--- src/rtl/jtag_shift_engine.sv ---
// JTAG shift engine: turns TAP_RESET / SHIFT_IR / SHIFT_DR / RUN_IDLE commands into divided TCK/TMS/TDI
// waveforms and captures TDO. Define JTAG_TRSTN_EN to add the active-low trstn TAP reset output.
module jtag_shift_engine #(
  parameter int DATA_W = 64,
  parameter int DIV    = 2,
  localparam int LEN_W = $clog2(DATA_W+1)
) (
  input  logic              clock,
  input  logic              reset,
  input  logic              cmd_valid,
  output logic              cmd_ready,
  input  logic [1:0]        cmd_op,
  input  logic [LEN_W-1:0]  cmd_len,
  input  logic [DATA_W-1:0] cmd_data,
  output logic              rsp_valid,
  input  logic              rsp_ready,
  output logic [DATA_W-1:0] rsp_data,
  output logic              tck,
  output logic              tms,
  output logic              tdi,
  input  logic              tdo,
`ifdef JTAG_TRSTN_EN
  output logic              trstn,
`endif
  output logic              init_done
);
  localparam int CW = $clog2(2*DIV);
  localparam int IW = (LEN_W > 3) ? LEN_W : 3;
  localparam logic [CW-1:0] HI_AT  = CW'(DIV-1);
  localparam logic [CW-1:0] END_AT = CW'(2*DIV-1);
  localparam logic [IW-1:0] ONE    = IW'(1);
  localparam logic [1:0] OP_RST = 2'd0, OP_IR = 2'd1, OP_DR = 2'd2, OP_RUN = 2'd3;

  typedef enum logic [2:0] {S_INIT, S_IDLE, S_PRE, S_SHIFT, S_POST, S_RESP} state_t;

  state_t            r_state;
  logic [CW-1:0]     r_cnt;
  logic [IW-1:0]     r_idx;
  logic [1:0]        r_op;
  logic [LEN_W-1:0]  r_len;
  logic [DATA_W-1:0] r_sh, r_bit, r_rsp;
  logic              r_from_cmd, r_tck, r_tms, r_tdi;
  logic              r_cmd_ready, r_rsp_valid, r_init_done;
`ifdef JTAG_TRSTN_EN
  logic              r_trstn;
  assign trstn = r_trstn;
`endif

  logic [LEN_W-1:0]  w_len;
  logic [IW-1:0]     w_nidx, w_len_m1, w_pre_last;
  logic              w_is_shift;

  assign w_len      = (cmd_len > LEN_W'(DATA_W)) ? LEN_W'(DATA_W) : cmd_len;
  assign w_nidx     = r_idx + ONE;
  assign w_len_m1   = IW'(r_len) - ONE;
  assign w_pre_last = (r_op == OP_IR) ? IW'(3) : IW'(2);
  assign w_is_shift = (r_op == OP_IR) || (r_op == OP_DR);

  assign cmd_ready = r_cmd_ready;
  assign rsp_valid = r_rsp_valid;
  assign rsp_data  = r_rsp;
  assign tck       = r_tck;
  assign tms       = r_tms;
  assign tdi       = r_tdi;
  assign init_done = r_init_done;

  // Each TCK period: the edge that drops tck also presents that period's TMS/TDI;
  // the period-end edge computes the next bit, so entering a state presents its first bit.
  always_ff @(posedge clock) begin
    if (reset) begin
      r_state     <= S_INIT;
      r_cnt       <= '0;
      r_idx       <= '0;
      r_op        <= OP_RST;
      r_len       <= '0;
      r_sh        <= '0;
      r_bit       <= '0;
      r_rsp       <= '0;
      r_from_cmd  <= 1'b0;
      r_tck       <= 1'b0;
      r_tms       <= 1'b1;
      r_tdi       <= 1'b0;
      r_cmd_ready <= 1'b0;
      r_rsp_valid <= 1'b0;
      r_init_done <= 1'b0;
`ifdef JTAG_TRSTN_EN
      r_trstn     <= 1'b0;
`endif
    end else begin
      case (r_state)
        S_IDLE: begin
          r_tck <= 1'b0;
          r_tms <= 1'b0;
          r_tdi <= 1'b0;
          if (cmd_valid && r_cmd_ready) begin
            r_cmd_ready <= 1'b0;
            r_op        <= cmd_op;
            r_len       <= w_len;
            r_sh        <= (cmd_op == OP_IR || cmd_op == OP_DR) ? cmd_data : '0;
            r_bit       <= DATA_W'(1);
            r_rsp       <= '0;
            r_cnt       <= '0;
            r_idx       <= '0;
            case (cmd_op)
              OP_RST: begin
                r_state    <= S_INIT;
                r_from_cmd <= 1'b1;
                r_tms      <= 1'b1;
`ifdef JTAG_TRSTN_EN
                r_trstn    <= 1'b0;
`endif
              end
              OP_IR, OP_DR: begin
                if (w_len == '0) begin
                  r_state     <= S_RESP;
                  r_rsp_valid <= 1'b1;
                end else begin
                  r_state <= S_PRE;
                  r_tms   <= 1'b1;
                end
              end
              default: begin
                if (w_len == '0) begin
                  r_state     <= S_RESP;
                  r_rsp_valid <= 1'b1;
                end else begin
                  r_state <= S_SHIFT;
                end
              end
            endcase
          end
        end
        S_RESP: begin
          if (rsp_ready) begin
            r_rsp_valid <= 1'b0;
            r_cmd_ready <= 1'b1;
            r_state     <= S_IDLE;
          end
        end
        default: begin
          if (r_cnt == HI_AT) begin
            r_tck <= 1'b1;
            r_cnt <= r_cnt + CW'(1);
            if (r_state == S_SHIFT && w_is_shift && tdo)
              r_rsp <= r_rsp | r_bit;
          end else if (r_cnt == END_AT) begin
            r_tck <= 1'b0;
            r_cnt <= '0;
            r_idx <= w_nidx;
            r_tdi <= 1'b0;
            case (r_state)
              S_INIT: begin
                if (r_idx == IW'(5)) begin
                  r_idx      <= '0;
                  r_tms      <= 1'b0;
                  r_from_cmd <= 1'b0;
                  if (r_from_cmd) begin
                    r_state     <= S_RESP;
                    r_rsp_valid <= 1'b1;
                  end else begin
                    r_state     <= S_IDLE;
                    r_init_done <= 1'b1;
                    r_cmd_ready <= 1'b1;
                  end
                end else begin
                  r_tms <= (w_nidx < IW'(5));
`ifdef JTAG_TRSTN_EN
                  r_trstn <= (w_nidx == IW'(5));
`endif
                end
              end
              S_PRE: begin
                if (r_idx == w_pre_last) begin
                  r_state <= S_SHIFT;
                  r_idx   <= '0;
                  r_tms   <= (r_len == LEN_W'(1));
                  r_tdi   <= r_sh[0];
                  r_sh    <= r_sh >> 1;
                end else begin
                  r_tms <= (r_op == OP_IR) && (w_nidx == ONE);
                end
              end
              S_SHIFT: begin
                if (r_idx == w_len_m1) begin
                  r_idx <= '0;
                  if (w_is_shift) begin
                    r_state <= S_POST;
                    r_tms   <= 1'b1;
                  end else begin
                    r_state     <= S_RESP;
                    r_rsp_valid <= 1'b1;
                    r_tms       <= 1'b0;
                  end
                end else begin
                  r_tms <= w_is_shift && (w_nidx == w_len_m1);
                  r_tdi <= r_sh[0];
                  r_sh  <= r_sh >> 1;
                  r_bit <= r_bit << 1;
                end
              end
              S_POST: begin
                r_tms <= 1'b0;
                if (r_idx == ONE) begin
                  r_state     <= S_RESP;
                  r_rsp_valid <= 1'b1;
                  r_idx       <= '0;
                end
              end
              default: ;
            endcase
          end else begin
            r_cnt <= r_cnt + CW'(1);
          end
        end
      endcase
    end
  end
endmodule

--- config.mk ---
export PLATFORM = sky130hd
export DESIGN_NAME = jtag_shift_engine
export DESIGN_NICKNAME = d
export VERILOG_FILES = /design/src/rtl/jtag_shift_engine.sv
export SDC_FILE = /design/constraint.sdc
export NUM_CORES = 1
export LEC_CHECK = 0
export CAP_MARGIN = 20
export CORE_UTILIZATION = 40
export DETAILED_ROUTE_END_ITERATION = 7
export GPL_TIMING_DRIVEN = 1
export PLACE_DENSITY_LB_ADDON = 0.12
export SLEW_MARGIN = 5
export SYNTH_ARGS = -nofsm -noshare
export SYNTH_HDL_FRONTEND = slang
export SYNTH_SLANG_ARGS = --single-unit
--- constraint.sdc ---
create_clock -name clock -period 4.2 [get_ports clock]
set_clock_uncertainty 0.15 [all_clocks]
set_input_delay 0.63 -clock clock [delete_from_list [all_inputs] [get_ports clock]]
set_output_delay 0.63 -clock clock [all_outputs]
set_load 0.005 [all_outputs]
==> run_results.csv, run 1 <==
group,metric,value,unit
route,route.detailed.drc,0,
cells_and_area,drive_above_1_share,0.109,
timing,period_share,0.781,
timing,finalMaxSlewViolations,0,
synthesis,synth_seq_cells,220,
grt,grt-busiest-layer,"met2",
grt,use_met3,0.0356,
clock_tree,numCtsBuffers,24,
clock_tree,cts_resized,0,
die,start_util,0.411,
route,totalWireLength,26200,um
grt,grt_pass1_vias,8076,
synthesis,synth-compound-area-share,0.212,
clock_tree,clkTransAtPathRegs,0.06,ns
synthesis,syn_inst,1144,
placed_design,place_hpwl,16000,um
cells_and_area,multi_input_area,5170,um2
setup_path,arrival,3.52,ns
synthesis,synth_xor_area_frac,0.0196,
setup_path,end_kind,"register",
clock_tree,cts_root_buffer,"clkbuf_16",
grt,overflow,0,
synthesis,async_flop_share,0,
grt,met2_usage,0.323,
cells_and_area,fin_util,0.509,
grt,met1_usage,0.277,
synthesis,synthMuxAreaShare,0.0789,
die,chipWidth,161,um
timing,tns,0,ns
timing,rsz0062_at_grt,"false",
cells_and_area,final_nets,1323,
synthesis,synth-simple-area-share,0.187,
timing,hold_viol,0,
clock_tree,clock_sinks,220,
synthesis,synth-adder-area-share,0.0124,
cells_and_area,fin_area,12500,um2
timing,min_period,3.28,ns
cells_and_area,diodes,0,
synthesis,synth_warnings,0,
clock_tree,clk_latency,0.51,ns
setup_path,rrSetupSlack,0.92,ns
clock_tree,clock_path_buffers,3,
synthesis,synth_top_family_by_area,"compound AO/OA/AOI/OAI gates",
die,core_area,24500,um2
clock_tree,cts_tree,"yes",
pwr,clock_power_share,0.493,
grt,antenna_found_initial,0,
clock_tree,htree_num_levels,1,
timing,slew_headroom,0.392,
timing,max_freq,0.305,GHz
placed_design,place_ws,0.792,ns
timing,tightest_slew,0.911,ns
synthesis,synth_area,10100,um2
pwr,power_density,359,nW/um2
timing,worst_slack,0.920,ns
setup_path,start_kind,"register",
grt,track_usage,0.199,
pwr,power,0.00448,W
pwr,peakVddDrop,309,uV
synthesis,syn_area_per_cell,8.81,um2
pwr,p_sw,0.000955,W
route,drt_iter0_markers,501,
synthesis,ys_seq_area_frac,0.437,
route,viasPerCell,5.36,
placed_design,dpl_cell_area,11700,um2
die,row_count,57,
hold_path,hold_class,"register to register",
cells_and_area,fill_cells,2326,
timing,setup_violations,0,
setup_path,critPathMaxFanout,34,
synthesis,synth_top_flop_cell,"dfxtp_1",
die,top_level_ports,148,
run_status,status,"completed",
route,wl_per_cell,16.7,um
route,vias,8433,
pwr,seqPwrFrac,0.468,
route,drt-pass1-iter-count,5,
cells_and_area,synthToLayoutAreaGrowth,23.9,%
pwr,p_comb_frac,0.040,
cells_and_area,sequential_cell_area,4400,um2
placed_design,place_congestion,0.902,
synthesis,synth_nets,1232,
setup_path,crit_required,4.44,ns
grt,grt_max_degree,99,
clock_tree,postCtsSetupRepairBufs,0,
setup_path,worstSetupPathType,"register to register",
pwr,leakage,4.59,nW
synthesis,synth.distinct_cells,66,
route,ant_nets,0,
die,die_area,25800,um2
pwr,switching_share,0.213,
placed_design,io_buffers,147,
synthesis,synth-edff-count,0,
die,dieHeight,161,um
pwr,p_int,0.00352,W
clock_tree,hold_buffers,0,
grt,grt_pass1_wl,42900,um
job,drv_cap,0,
==> final timing paths <==
check | depth (start not counted) | end | start
setup / recovery | 9 | r_bit[15]$_SDFFE_PP0P_ | r_len[0]$_SDFFE_PP0P_
hold / removal | 2 | r_op[0]$_SDFFE_PP0P_ | r_op[0]$_SDFFE_PP0P_
setup reg to reg | 9 | r_bit[15]$_SDFFE_PP0P_ | r_len[0]$_SDFFE_PP0P_
hold reg to reg | 2 | r_op[0]$_SDFFE_PP0P_ | r_op[0]$_SDFFE_PP0P_
==> Yosys cell counts, drive strengths merged (2+ instances only) <==
library cell | number | area [um2]
a211oi | 65 | 643
a21oi | 206 | 1030
a22o | 3 | 26.3
a22oi | 4 | 30.0
a311oi | 3 | 32.5
a31oi | 8 | 50.1
and2 | 4 | 25.0
and3 | 69 | 432
and3b | 3 | 26.3
buf | 24 | 200
clkbuf | 75 | 282
dfxtp | 220 | 4400
ha | 10 | 125
inv | 14 | 52.6
mux2 | 32 | 465
mux2i | 33 | 330
nand2 | 90 | 338
nand2b | 6 | 37.5
nand3 | 12 | 65.1
nand3b | 2 | 15.0
nand4 | 7 | 50.1
nor2 | 124 | 465
nor2b | 38 | 238
nor3 | 11 | 55.1
nor3b | 2 | 20.0
nor4 | 4 | 25.0
o211a | 2 | 20.0
o211ai | 11 | 82.6
o21a | 2 | 15.0
o21ai | 8 | 40.0
o22ai | 3 | 18.8
o31ai | 3 | 27.5
or2 | 2 | 12.5
or4 | 5 | 37.5
xnor2 | 12 | 105
xor2 | 8 | 70.1
==> flip-flops by register name, indices dropped and copies added, names as in the netlist <==
register and flops:
cmd_ready 1, init_done 1, r_bit 64, r_cnt 2, r_from_cmd 1, r_idx 7
r_len 7, r_op 2, r_sh 64, r_state 3, rsp_data 64, rsp_valid 1
tck 1, tdi 1, tms 1
==> cell type report <==
type,count,share of cell area
inverters,15,0.00451
clock buffers,30,0.0523
well taps,324,0.0325
multi-input cells,810,0.414
repair buffers,164,0.130
flip-flops and latches,220,0.353
clock inverters,11,0.0140
==> critical path, stage by stage (launching register included) <==
cell      delay [ns]
dfxtp_1         0.42
inv_1           0.09
ha_1            0.27
o21ba_2         0.22
a221o_1         0.36
a211oi_2        0.34
nand3_2         0.18
o211a_4         0.50
buf_12          0.29
mux2_4          0.32
==> cells by family (layout without fill, tap and decap cells) <==
logic type,Yosys count,count (layout)
buffers and inverters,114,220
AOI/OAI and AO/OA,331,331
and+or+nand+nor,383,383
muxes,65,65
xor gates and xnor gates,21,21
DFF,220,220
adders and majority gates,10,10
==> through the flow <==
step | cells | hold slack, ns
3_5_place_dp | 1532 | 0.306
6_report | 1574 | 0.310
3_3_place_gp | 1532 | 0.293
2_1_floorplan | 1144 | 0.286
4_1_cts | 1573 | 0.314
5_1_grt | 1574 | 0.338
==> cells in the final DEF, fill, tap and decap left out, types with 3 or more instances in the layout <==
cell / Yosys / layout
a211oi_2: 31 / 31
nand2b_1: 6 / 6
and3_1: 69 / 68
a211oi_1: 34 / 34
nor2b_1: 38 / 38
bufinv_16: 0 / 4
a21oi_1: 206 / 206
dfxtp_1: 220 / 220
ha_1: 10 / 10
nand3_1: 11 / 11
nor3_1: 11 / 11
a22o_1: 3 / 3
a22oi_1: 4 / 4
mux2_2: 4 / 4
mux2i_1: 33 / 33
nand4_1: 6 / 6
o211ai_1: 11 / 11
or4_1: 5 / 5
xor2_1: 8 / 8
o21ai_0: 8 / 8
buf_4: 5 / 16
clkdlybuf4s50_1: 0 / 146
xnor2_1: 12 / 12
clkbuf_1: 75 / 3
clkbuf_8: 0 / 3
mux2_4: 28 / 28
inv_1: 13 / 13
clkbuf_16: 0 / 24
a31oi_1: 8 / 8
o22ai_1: 3 / 3
and2_1: 4 / 3
nor2_1: 124 / 124
nand2_1: 90 / 88
nor4_1: 4 / 4
clkinv_2: 0 / 3
and3b_1: 3 / 3
==> power by group through the flow <==
| stage | logic [W] | registers, W | clock network (W) |
|---|---|---|---|
| after floorplan | 0.0000733 | 0.00214 | 0 |
| after global placement | 0.000178 | 0.00214 | 0 |
| after detailed placement | 0.000178 | 0.00214 | 0 |
| after CTS | 0.000180 | 0.00209 | 0.00226 |
| after global routing | 0.000193 | 0.00209 | 0.00235 |
| final | 0.000178 | 0.00210 | 0.00221 |
==> layer usage <==
metal / part of all wire / vias up
li1: - / 4225
met1: 0.48 / 3994
met2: 0.45 / 187
met3: 0.054 / 27
met4: 0.012 / 0
met5: 0 / -
Power figures use the tool's default switching activity.
==> run 2, diff against run 1 <==
==> constraint.sdc (replaced) <==
create_clock -name clock -period 2.7 [get_ports clock]
set_clock_uncertainty 0.15 [all_clocks]
set_input_delay 0.405 -clock clock [delete_from_list [all_inputs] [get_ports clock]]
set_output_delay 0.405 -clock clock [all_outputs]
set_load 0.005 [all_outputs]
==> run_results.csv, run 2 (synthesized netlist as in run 1, its figures left out) <==
group,metric,value,unit
run_status,status,"finished, violations left",
run_status,violations,"negative setup slack",
cells_and_area,synthToLayoutAreaGrowth,32.2,%
route,vias,8720,
grt,grt_pass1_wl,43800,um
route,totalWireLength,27500,um
grt,antenna_found_initial,1,
timing,period_share,1.02,
placed_design,dp.cells,1582,
die,top_level_ports,148,
timing,max_freq,0.365,GHz
setup_path,crit_path_cell_trace,"inv_2 -> ha_4 -> o21ba_4 -> a221o_1 -> a211oi_4 -> nand3_2 -> o211a_4 -> clkbuf_16 -> mux2_4",
hold_path,whs_path_depth,4,
setup_path,arrival,3.00,ns
setup_path,cpMaxStageDelayCell,"o211a_4",
pwr,leakage,5.03,nW
clock_tree,cts_tree,"yes",
cells_and_area,final_common_cell,"dfxtp_1",
timing,fin_hold_ws,0.133,ns
die,start_util,0.411,
grt,overflow,0,
setup_path,start_kind,"register",
clock_tree,clock_sinks,220,
pwr,power,0.00688,W
clock_tree,clk_latency,0.52,ns
timing,slew_headroom,0.376,
setup_path,critPathMaxFanout,6,
grt,track_usage,0.204,
route,drt_iter0_markers,463,
clock_tree,cts_root_buffer,"clkbuf_16",
setup_path,worstSetupPathType,"register to register",
setup_path,crit_required,2.96,ns
timing,worst_slack,-0.0417,ns
route,viasPerCell,5.30,
timing,tightest_slew,0.929,ns
timing,setup_violations,17,
timing,finalMaxSlewViolations,0,
grt,grt_pass1_vias,8414,
setup_path,critical-path-top-delay-family,"compound AO/OA/AOI/OAI gates",
clock_tree,clkTransAtPathRegs,0.06,ns
grt,grt_max_degree,70,
setup_path,max_stage_delay,0.37,ns
cells_and_area,multi_input_area,5250,um2
route,route.detailed.drc,0,
route,wl_per_cell,16.7,um
die,die_area,25800,um2
pwr,power_density,516,nW/um2
cells_and_area,final_nets,1391,
cells_and_area,layout_common_cells,"dfxtp_1, a21oi_1, clkdlybuf4s50_1",
pwr,peakVddDrop,426,uV
placed_design,io_buffers,147,
placed_design,place_ws,-0.348,ns
cells_and_area,sequential_cell_area,4410,um2
timing,hold_viol,0,
clock_tree,clock_path_buffers,3,
timing,tns,-0.423,ns
die,chipWidth,161,um
die,row_count,57,
die,dieHeight,161,um
route,drt-pass1-iter-count,5,
setup_path,end_kind,"register",
clock_tree,htree_num_levels,1,
setup_path,crit_cells,9,
hold_path,hold_class,"input port to register",
clock_tree,numCtsBuffers,25,
cells_and_area,final_cells,1644,
placed_design,place_congestion,0.841,
job,drv_cap,0,
timing,rsz0062_at_grt,"true",
cells_and_area,diodes,0,
die,core_area,24500,um2
route,ant_nets,0,
cells_and_area,drive_above_1_share,0.163,
setup_path,worst-path-buf-inv,2,
placed_design,place_hpwl,16600,um
timing,min_period,2.74,ns
setup_path,r2r_cells,9,
cells_and_area,fill_cells,2272,
[run 2: through the flow]
step	area, um2	util
detailed placement	12200	0.497
CTS	13000	0.530
finish	13300	0.543
global placement	12200	0.497
floorplan	10100	-
global route	13300	0.543
[run 2: final timing paths]
kind	slack, ns	from	endpoint
min	0.13	reset	r_bit[24]$_SDFFE_PP0P_
min reg2reg	0.30	r_op[1]$_SDFFE_PP0P_	r_op[1]$_SDFFE_PP0P_
max	-0.04	r_len[1]$_SDFFE_PP0P_	r_bit[29]$_SDFFE_PP0P_
max reg2reg	-0.04	r_len[1]$_SDFFE_PP0P_	r_bit[29]$_SDFFE_PP0P_
[run 2: final cells by class]
cell class,instances,area share
clock buffer,35,0.0543
clock inverter,9,0.00601
inverter,15,0.00422
multi-input combinational,811,0.394
sequential,220,0.331
tap,324,0.0304
timing repair buffer,230,0.181
[run 2: metal layers]
layer  share of wire  routed length, um  vias up  track usage
met2            0.45              12400      239        0.328
li1                -                  -     4377            -
met3           0.062               1710       33       0.0374
met5         0.00047                 13        -            0
met4           0.016                429        2       0.0480
met1            0.47              13000     4069        0.282
[run 2: report_power, final]
group / switching (W) / internal [W] / leakage, nW
clock network: 0.00135 / 0.00196 / 0.398
logic: 0.000152 / 0.000157 / 2.86
registers: 0.00000616 / 0.00325 / 1.77
total: 0.00151 / 0.00537 / 5.03
[run 2: repair_timing]
action	CTS	global route
cloned	0	6
endpoints found under the setup margin	33	106
pin swaps	1	6
buffers inserted	0	12
hold buffers	0	0
gates resized for setup	1	21
[run 2: worst register-to-register path, cell delays in order (launching register included)]
cell,delay (ns)
dfxtp_2,0.34
inv_2,0.06
ha_4,0.18
o21ba_4,0.19
a221o_1,0.34
a211oi_4,0.31
nand3_2,0.20
o211a_4,0.37
clkbuf_16,0.19
mux2_4,0.29
